File: src/rtl/mem_access_unit.sv
// mem_access_unit: single-outstanding load/store controller for a 64-bit data memory.
// 32-bit stores run as read-modify-write because the memory only writes whole words.
module mem_access_unit #(
  parameter int ADDR_W = 64,
  parameter int DATA_W = 64
) (
  input  logic              clk,
  input  logic              reset,
  input  logic              req_valid,
  output logic              req_ready,
  input  logic              req_we,
  input  logic              req_dw,
  input  logic              req_signed,
  input  logic [ADDR_W-1:0] req_addr,
  input  logic [63:0]       req_wdata,
  output logic              resp_valid,
  output logic [63:0]       resp_rdata,
  output logic              resp_err,
  output logic [ADDR_W-1:0] mem_a,
  output logic              mem_we,
  output logic [63:0]       mem_wd,
  input  logic [63:0]       mem_rd
);

  // The datapath is hard-wired for 64-bit memory words.
  generate
    if (DATA_W != 64) begin : g_bad_width
      $error("mem_access_unit: DATA_W must be 64");
    end
  endgenerate

  typedef enum logic [2:0] {
    IDLE, LD, ST64, RMW_RD, RMW_WR, ERR, RESP
  } state_t;

  state_t            state, state_nxt;
  logic              we_q, dw_q, sg_q, err_q;
  logic [ADDR_W-1:0] addr_q;
  logic [63:0]       wdata_q, word_q, rdata_q;
  logic              misaligned;
  logic              we_raw;
  logic [ADDR_W-1:0] aligned_a;

  assign misaligned = req_dw ? (req_addr[2:0] != 3'b000) : (req_addr[1:0] != 2'b00);
  assign aligned_a  = {addr_q[ADDR_W-1:3], 3'b000};

  assign req_ready  = (state == IDLE);
  assign resp_valid = (state == RESP);
  assign resp_err   = (state == RESP) && err_q;
  assign resp_rdata = rdata_q;
  // Reset must suppress any in-flight write, even in the cycle it is asserted.
  assign mem_we     = we_raw && !reset;

  // Next-state and memory-port decode.
  always_comb begin
    state_nxt = state;
    mem_a     = '0;
    mem_wd    = '0;
    we_raw    = 1'b0;
    case (state)
      IDLE: begin
        if (req_valid) begin
          if (misaligned)   state_nxt = ERR;
          else if (!req_we) state_nxt = LD;
          else if (req_dw)  state_nxt = ST64;
          else              state_nxt = RMW_RD;
        end
      end
      LD: begin
        // For 32-bit loads with addr[2]=1 the memory's shifted read path
        // already places the upper half of word n in mem_rd[31:0].
        mem_a     = addr_q;
        state_nxt = RESP;
      end
      ST64: begin
        mem_a     = addr_q;
        we_raw    = 1'b1;
        mem_wd    = wdata_q;
        state_nxt = RESP;
      end
      RMW_RD: begin
        mem_a     = aligned_a;
        state_nxt = RMW_WR;
      end
      RMW_WR: begin
        mem_a     = aligned_a;
        we_raw    = 1'b1;
        mem_wd    = addr_q[2] ? {wdata_q[31:0], word_q[31:0]}
                              : {word_q[63:32], wdata_q[31:0]};
        state_nxt = RESP;
      end
      ERR:     state_nxt = RESP;
      RESP:    state_nxt = IDLE;
      default: state_nxt = IDLE;
    endcase
  end

  // State register, request latch, RMW word buffer and response data.
  always_ff @(posedge clk) begin
    if (reset) begin
      state   <= IDLE;
      we_q    <= 1'b0;
      dw_q    <= 1'b0;
      sg_q    <= 1'b0;
      err_q   <= 1'b0;
      addr_q  <= '0;
      wdata_q <= '0;
      word_q  <= '0;
      rdata_q <= '0;
    end else begin
      state <= state_nxt;
      case (state)
        IDLE: if (req_valid) begin
          we_q    <= req_we;
          dw_q    <= req_dw;
          sg_q    <= req_signed;
          err_q   <= misaligned;
          addr_q  <= req_addr;
          wdata_q <= req_wdata;
        end
        LD:      rdata_q <= dw_q ? mem_rd
                                 : {{32{sg_q & mem_rd[31]}}, mem_rd[31:0]};
        RMW_RD:  word_q  <= mem_rd;
        ST64, RMW_WR, ERR: rdata_q <= '0;
        default: ;
      endcase
    end
  end

  // we_q is kept for debug visibility of the accepted request type.
  logic unused_ok;
  assign unused_ok = we_q;

endmodule

File: config.mk
export PLATFORM = sky130hd
export DESIGN_NAME = mem_access_unit
export DESIGN_NICKNAME = d
export VERILOG_FILES = /design/src/rtl/mem_access_unit.sv
export SDC_FILE = /design/constraint.sdc
export NUM_CORES = 1
export LEC_CHECK = 0
export CAP_MARGIN = 0
export CORE_ASPECT_RATIO = 0.7
export CORE_MARGIN = 2
export CORE_UTILIZATION = 49
export DETAILED_ROUTE_END_ITERATION = 16
export PLACE_DENSITY = 0.87
export SETUP_SLACK_MARGIN = 0.05
export SYNTH_ARGS = -nofsm -noshare
export SYNTH_HDL_FRONTEND = slang
export SYNTH_SLANG_ARGS = --single-unit
File: constraint.sdc
create_clock -name clk -period 2.5 [get_ports clk]
set_clock_uncertainty 0.05 [all_clocks]
set_input_delay 0.375 -clock clk [delete_from_list [all_inputs] [get_ports clk]]
set_output_delay 0.375 -clock clk [all_outputs]
set_load 0.02 [all_outputs]
Word-level counts from Yosys, hierarchy flattened
Cells that the tools add are included.
- RAM bits: 0
- bits in latches: 0
- ROM bits: 0
- bits in registers: 262
- memories kept: 0
- reduce and logical (&&, ||, !) cells: 13
- shifts and indexed selects: 0
- divide/modulo/power cells: 0
- mux-type cells: 12
- multipliers: 0
- add/sub/neg operators: 0
- eq/ne operators: 7
- bitwise gates (word level): 1
- magnitude comparators: 0
- operator list (kind ; number):
    $pmux 64 s2 ; 3
    $mux 64 ; 2
    $eq 3x3->1 const B ; 3
    $pmux 3 s3 ; 1
    $eq 3x2->1 const B ; 2
    $mux 3 ; 2
    $reduce_or 2->1 ; 3
    $reduce_bool 2->1 ; 2
    $reduce_or 4->1 ; 1
    $eq 3x1->1 const B ; 1
    $logic_not 3->1 ; 1
    $mux 1 ; 3
    $reduce_bool 3->1 ; 1
    $reduce_or 3->1 ; 1
    $logic_and 1x1->1 ; 2
    $mux 2 ; 1
    $ne 2x2->1 const B ; 1
    $reduce_and 2->1 ; 1
    $and 1x1->1 ; 1
    $logic_not 1->1 ; 1

Depth between registers and ports, before layout
Gate-level depths: netlist (run 1).
- depth after elaboration: 5
- depth in mapped cells: 7

Least setup slack after synthesis (run 1)
Ideal clock, no wire load.
- path kind: register to output
- from: register state[2]
- to: output mem_wd[63]
- path buffers: 3
- stages on the path, launching flop included: 6
- required time: 2.075 ns
- arrival: 1.621 ns
- setup slack: 0.454 ns
- cell sequence: dfxtp_1 > buf_6 > or3b_1 > clkbuf_1 > clkbuf_1 > o21ai_0
- longest elaborated chain between the ends: 2
- elaborated cells on any way between the ends: 3
- classes of those cells: eq/ne: 2; mux: 1
- ends and longest elaborated chain (item ; line ; text):
    start: declaration ; 36 ; state_t state, state_nxt;
    start signal: assignment ; 111 ; state <= state_nxt;
    $eq 3x3->1 / $eq 3x2->1 (equally long branches) ; 60 ; case (state)
    $pmux 64 s2 (*) ; 60 ;
    end: declaration ; 21 ; output logic [63:0] mem_wd,
Mark *: on every way between the ends. The rest lies on a longest branch, timed or not.

Worst setup path after layout (run 1)
- from: register state[2]
- to: output mem_a[54]
- longest elaborated chain between the ends: 3
- elaborated cells on any way between the ends: 7
- classes of those cells: eq/ne: 4; mux: 1; reduce/logical: 2
- ends and longest elaborated chain (item ; line ; text):
    $eq 3x3->1 (tied with other cells) ; 60 ;
    $reduce_or 2->1 (no source line) ; - ;
    $pmux 64 s2 (*) ; 60 ;
    end: declaration ; 19 ; output logic [ADDR_W-1:0] mem_a,
Marked as above.

==> results of run 1 <==
[kinds of logic after synthesis]
logic type / after synthesis / synth area share
xor gates and xnor gates: 1 / 0.000797
DFF: 262 / 0.477
AOI/OAI and AO/OA: 333 / 0.183
muxes: 64 / 0.0619
and+or+nand+nor: 568 / 0.223
buffers and inverters: 118 / 0.0537
[state kept, by name (all words and copies together) (netlist names)]
signal	flops
dw_q	1
err_q	1
sg_q	1
resp_rdata	64
state	3
addr_q	64
wdata_q	64
word_q	64
[layer usage]
| metal | track usage | up-vias | share of wire |
|---|---|---|---|
| met2 | 0.505 | 545 | 0.45 |
| met5 | 0 | - | 0.00072 |
| li1 | - | 5181 | - |
| met1 | 0.412 | 5247 | 0.42 |
| met3 | 0.0891 | 87 | 0.11 |
| met4 | 0.0871 | 4 | 0.030 |
[what timing repair did]
| action | 4_1_cts | 5_1_grt |
|---|---|---|
| pin swaps | 0 | 1 |
| cloned | 0 | 2 |
| gates resized for setup | 574 | 38 |
| setup buffers | 0 | 1 |
| endpoints found under the setup margin | 132 | 122 |
| hold buffers | 0 | 0 |
[worst paths after layout]
kind / start / endpoint / slack [ns]
min: reset / addr_q[36] / 0.09
max reg2reg: state[0] / wdata_q[24] / 0.52
min reg2reg: addr_q[43] / addr_q[43] / 0.40
max: state[2] / mem_a[54] / 0.03
[power groups by stage]
stage / Combinational, uW / Sequential [uW] / Clock [uW]
floorplan: 1110 / 4590 / 0
global placement: 2040 / 4630 / 0
detailed placement: 2080 / 4640 / 0
CTS: 2060 / 4550 / 4010
global route: 2280 / 4580 / 4190
finish: 2130 / 4560 / 3970
[cell usage after synthesis, types with 2 or more instances]
cell type,count,area share
nand2_1,421,0.14
dfxtp_1,262,0.48
a21oi_1,196,0.089
a22o_1,64,0.051
and2_1,64,0.036
clkbuf_1,57,0.019
buf_2,37,0.017
nor2_1,36,0.012
nand2b_1,33,0.019
a22oi_1,32,0.022
mux2_2,32,0.033
mux2i_1,32,0.029
o21ai_0,18,0.0082
o21ai_1,15,0.0068
buf_6,13,0.013
buf_1,8,0.0027
a211oi_1,2,0.0014
and3b_1,2,0.0016
inv_1,2,0.00068
nor3_1,2,0.00091
o21a_1,2,0.0014
or4b_1,2,0.0018
[critical path: cells and delay by family, from the launching register on]
| family | cells | cell delay [ns] |
|---|---|---|
| and+or+nand+nor | 3 | 0.63 |
| buffers and inverters | 4 | 0.51 |
| DFF | 1 | 0.37 |
[final cells by class]
class / instances / area share
diodes: 1 / 0.000159
clock buffers: 37 / 0.0478
clock inverters: 10 / 0.00739
inverters: 2 / 0.000635
multi-input cells: 966 / 0.334
flip-flops and latches: 262 / 0.334
well taps: 282 / 0.0224
repair buffers: 432 / 0.254
[metrics by stage]
| stage | area [um2] | worst slack, ns | TNS [ns] | power, uW | utilization |
|---|---|---|---|---|---|
| after floorplan | 11000 | 0.454 | 0 | 5710 | - |
| after global placement | 15200 | 0.0439 | 0 | 6680 | 0.695 |
| after detailed placement | 15200 | 0.0292 | 0 | 6730 | 0.695 |
| after CTS | 15800 | -0.0727 | -0.120 | 10600 | 0.721 |
| after global routing | 15800 | -0.0319 | -0.762 | 11100 | 0.721 |
| final | 15800 | 0.0314 | 0 | 10700 | 0.721 |
==> flow_metrics.env, run 1 <==
export IMPL_swShare=0.283
export IMPL_synth_cell_types=36
export IMPL_grt_pass1_vias=10515
export IMPL_numCtsBuffers=26
export IMPL_ys_warn_count=0
export IMPL_power_leakage_uw=0.00601
export IMPL_period_minus_slack_ns=2.47
export IMPL_syn_mean_instance_area_um2=8.17
export IMPL_clkLatencyLatePin_ns=0.52
export IMPL_drcViolationCount=0
export IMPL_initial_core_util=0.503
export IMPL_synth_seq_area_share=0.477
export IMPL_tightest_slew_ns=1.19
export IMPL_cts_tree="yes"
export IMPL_endpoint_kind="primary output"
export IMPL_wl_per_cell_um=19.5
export IMPL_drv_cap=0
export IMPL_coreArea_um2=21800
export IMPL_p_sw_uw=3020
export IMPL_first_iter_violations=908
export IMPL_multi_input_area_um2=5250
export IMPL_fin_cells=1992
export IMPL_antenna_found_initial=5
export IMPL_die_width_um=183
export IMPL_status="finished, final reports clean"
export IMPL_clkTransAtPathRegs_ns=0.06
export IMPL_ir_drop_v=0.000534
export IMPL_crit_slowest_cell="or3_4"
export IMPL_setup_viol=0
export IMPL_cp_max_fo=30
export IMPL_grtUsageTotal=0.312
export IMPL_die_h_um=129
export IMPL_max_stage_delay_ns=0.41
export IMPL_dieArea_um2=23700
export IMPL_reg2regPathDepth=5
export IMPL_cts_max_path_buffers=3
export IMPL_dr_pass1_iters=5
export IMPL_top_level_ports=394
export IMPL_fmax_mhz=405
export IMPL_hold_violations=0
export IMPL_synthCells=1346
export IMPL_worstPathArrival_ns=2.04
export IMPL_grt_max_degree=112
export IMPL_syn_num_nets=1544
export IMPL_power_frac_seq=0.428
export IMPL_relSlewSlack=0.206
export IMPL_async_flop_share=0
export IMPL_placed_cells=1941
export IMPL_rsz0062_at_grt="true"
export IMPL_required_ns=2.08
export IMPL_area_growth_syn_to_layout_pct=43.2
export IMPL_path_cells="buf_6, or3_4, inv_4, nor2_4, buf_12, and2_1, buf_4"
export IMPL_h_tree_depth=1
export IMPL_fill_cells=1666
export IMPL_fin_nets=1888
export IMPL_routed_via_density=5.55
export IMPL_synth_edf_count=0
export IMPL_p_int_uw=7650
export IMPL_grt_pass1_wl_mm=58.4
export IMPL_netlist_area_um2=11000
export IMPL_root_buffer="clkbuf_16"
export IMPL_grt_remaining_overflow=0
export IMPL_power_frac_comb=0.200
export IMPL_whs_path_depth=2
export IMPL_ys_flop_type="dfxtp_1"
export IMPL_final_common_cell="nand2_1"
export IMPL_crit_type="reg -> out"
export IMPL_fin_crit_sh=0.987
export IMPL_cts_sinks=262
export IMPL_gp_congestion=0.945
export IMPL_worst_setup_path_start_kind="flip-flop"
export IMPL_layout_drive_gt1_share=0.158
export IMPL_layout_common_cells="nand2_1, clkdlybuf4s50_1, dfxtp_1"
export IMPL_p_per_area_nw_per_um2=677
export IMPL_dp_hpwl_mm=26.6
export IMPL_seqCellArea_um2=5260
export IMPL_drv_slew=0
export IMPL_power_frac_clock=0.372
export IMPL_row_count=45
export IMPL_portBuffers=393
export IMPL_timing_hold_ws_ns=0.0864
export IMPL_ys_ff_latch=262
export IMPL_drt_total_wl_mm=38.8
export IMPL_min_path_type="in -> reg"
export IMPL_drtAntennaViolNets=0
export IMPL_num_vias=11064
Note: power is estimated with default switching activity, not from simulation.
==> run 2: changes to the inputs <==
Settings changed: SETUP_SLACK_MARGIN 0.05 to 0.2.
==> run 2 against run 1 <==
  * The run now ends with setup timing left
  * Die area stayed put
  * Clock power rose by 1%
  * Count of clock-buffer cells in the layout stayed put
  * Critical path type unchanged
  * Critical endpoint is now mem_a[9]
  * Largest cell class is now multi-input gates
==> flow_metrics.env, run 2 (synthesis results as in run 1) <==
export IMPL_p_per_area_nw_per_um2=657
export IMPL_dr_max_layer_used="met5"
export IMPL_min_path_type="in -> reg"
export IMPL_r2r_slack_ns=0.29
export IMPL_crit_type="reg -> out"
export IMPL_setup_viol=78
export IMPL_layout_drive_gt1_share=0.204
export IMPL_grtUsageTotal=0.320
export IMPL_die_h_um=129
export IMPL_swShare=0.293
export IMPL_startpoint="state[1]"
export IMPL_numCtsBuffers=26
export IMPL_grt_pass1_wl_mm=59.6
export IMPL_endpoint_kind="primary output"
export IMPL_worst_setup_path_start_kind="flip-flop"
export IMPL_status="finished, violations left"
export IMPL_final_common_cell="nand2_1"
export IMPL_cp_num_cells=8
export IMPL_top_level_ports=394
export IMPL_fin_crit_sh=1.02
export IMPL_setup_slack_ns=-0.0526
export IMPL_grt_pass1_vias=10721
export IMPL_area_growth_syn_to_layout_pct=55.9
export IMPL_dieArea_um2=23700
export IMPL_cts_max_path_buffers=3
export IMPL_clkTransAtPathRegs_ns=0.06
export IMPL_path_delay_family="buffers and inverters"
export IMPL_violations="setup timing"
export IMPL_power_frac_clock=0.357
export IMPL_drv_slew=0
export IMPL_n_antenna_cell=0
export IMPL_timing_hold_ws_ns=0.0899
export IMPL_coreArea_um2=21800
export IMPL_h_tree_depth=1
export IMPL_relSlewSlack=0.186
export IMPL_root_buffer="clkbuf_16"
export IMPL_max_stage_delay_ns=0.36
export IMPL_fmax_mhz=392
export IMPL_cts_sinks=262
export IMPL_reg2regPathDepth=7
export IMPL_placed_cells=1941
export IMPL_wl_met3_mm=4.58
export IMPL_grt_remaining_overflow=0
export IMPL_wl_per_cell_um=21.5
export IMPL_drtAntennaViolNets=0
export IMPL_clkLatencyLatePin_ns=0.52
export IMPL_ctsHoldBuffers=0
export IMPL_drv_cap=0
export IMPL_required_ns=2.08
export IMPL_dr_pass1_iters=5
export IMPL_rsz0062_at_grt="true"
export IMPL_cpMostUsedCell="buf_12"
export IMPL_wl_met2_mm=19.9
export IMPL_reg2reg_from="state[1]"
export IMPL_cp_buffers_inverters=5
export IMPL_period_minus_slack_ns=2.55
export IMPL_power_frac_seq=0.407
export IMPL_layout_common_cells="nand2_1, clkdlybuf4s50_1, dfxtp_1"
export IMPL_portBuffers=393
export IMPL_dp_hpwl_mm=26.6
export IMPL_drcViolationCount=0
export IMPL_crit_slowest_cell="dfxtp_4"
export IMPL_first_iter_violations=1074
export IMPL_routed_via_density=5.77
export IMPL_drt_total_wl_mm=43.3
export IMPL_power_leakage_uw=0.00666
export IMPL_fin_nets=1911
export IMPL_gp_congestion=0.945
export IMPL_tightest_slew_ns=1.22
export IMPL_fin_cells=2014
export IMPL_initial_core_util=0.503
export IMPL_crit_end="mem_a[9]"
export IMPL_path_cells="buf_6, buf_12, or3_4, inv_4, nor2_4, buf_12, and2_1, buf_2"
export IMPL_utilization=0.785
export IMPL_num_vias=11620
export IMPL_die_width_um=183
export IMPL_p_int_uw=7950
export IMPL_ir_drop_v=0.000557
export IMPL_worstPathArrival_ns=2.13
export IMPL_p_sw_uw=3300
export IMPL_rr_endpoint="wdata_q[55]"
export IMPL_fill_cells=1372
export IMPL_grt_max_degree=112
export IMPL_m1WireLength_mm=17.4
export IMPL_row_count=45
export IMPL_hold_violations=0
export IMPL_cts_tree="yes"
export IMPL_antenna_found_initial=5
export IMPL_cp_max_fo=31
export IMPL_power_frac_comb=0.236
run 2: timing repair:
| item | in CTS | in global routing |
|---|---|---|
| cloned | 3 | 11 |
| setup buffers | 6 | 6 |
| gates resized for setup | 668 | 234 |
| pin swaps | 4 | 79 |
| endpoints found under the setup margin | 132 | 130 |
run 2: layout make-up:
type	instances	area, um2	area share
Multi-Input combinational cell	966	5750	0.335
Sequential cell	262	5260	0.307
Timing Repair Buffer	455	4900	0.286
Clock buffer	37	753	0.0439
Tap cell	282	353	0.0206
Clock inverter	10	116	0.00679
Inverter	2	10.0	0.000584
run 2: power groups by stage:
| stage | clock [uW] | combinational (uW) | sequential [uW] |
|---|---|---|---|
| after floorplan | 0 | 1110 | 4590 |
| after global placement | 0 | 2040 | 4630 |
| after detailed placement | 0 | 2080 | 4640 |
| after CTS | 4010 | 2220 | 4550 |
| after global routing | 4210 | 2790 | 4600 |
| final | 4010 | 2660 | 4590 |
run 2: worst min path at each step:
stage | startpoint | endpoint | cells past startpoint
floorplan | addr_q[0] | addr_q[0] | 2
global placement | addr_q[8] | addr_q[8] | 2
detailed placement | addr_q[28] | addr_q[28] | 2
CTS | reset | addr_q[36] | 2
global route | reset | word_q[63] | 2
finish | reset | addr_q[34] | 2
run 2: metrics by stage:
| stage | total power [uW] | worst slack [ns] | TNS, ns | cell area [um2] |
|---|---|---|---|---|
| final | 11300 | -0.0526 | -1.92 | 17100 |
| after global routing | 11600 | -0.0936 | -5.62 | 17100 |
| after CTS | 10800 | -0.0260 | -0.563 | 16000 |
| after detailed placement | 6730 | 0.0292 | 0 | 15200 |
| after global placement | 6680 | 0.0439 | 0 | 15200 |
| after floorplan | 5710 | 0.454 | 0 | 11000 |
run 2: worst register-to-register path: cells and delay by family (launching register included):
kind / cells / cell delay, ns
compound gates: 1 / 0.09
buf+inv: 4 / 0.66
flops: 1 / 0.36
simple gates: 2 / 0.87
run 2: per-layer routing:
metal	global-route usage	up-vias
li1	-	5236
met1	0.419	5576
met2	0.516	687
met3	0.0916	117
met4	0.0969	4
met5	0	-
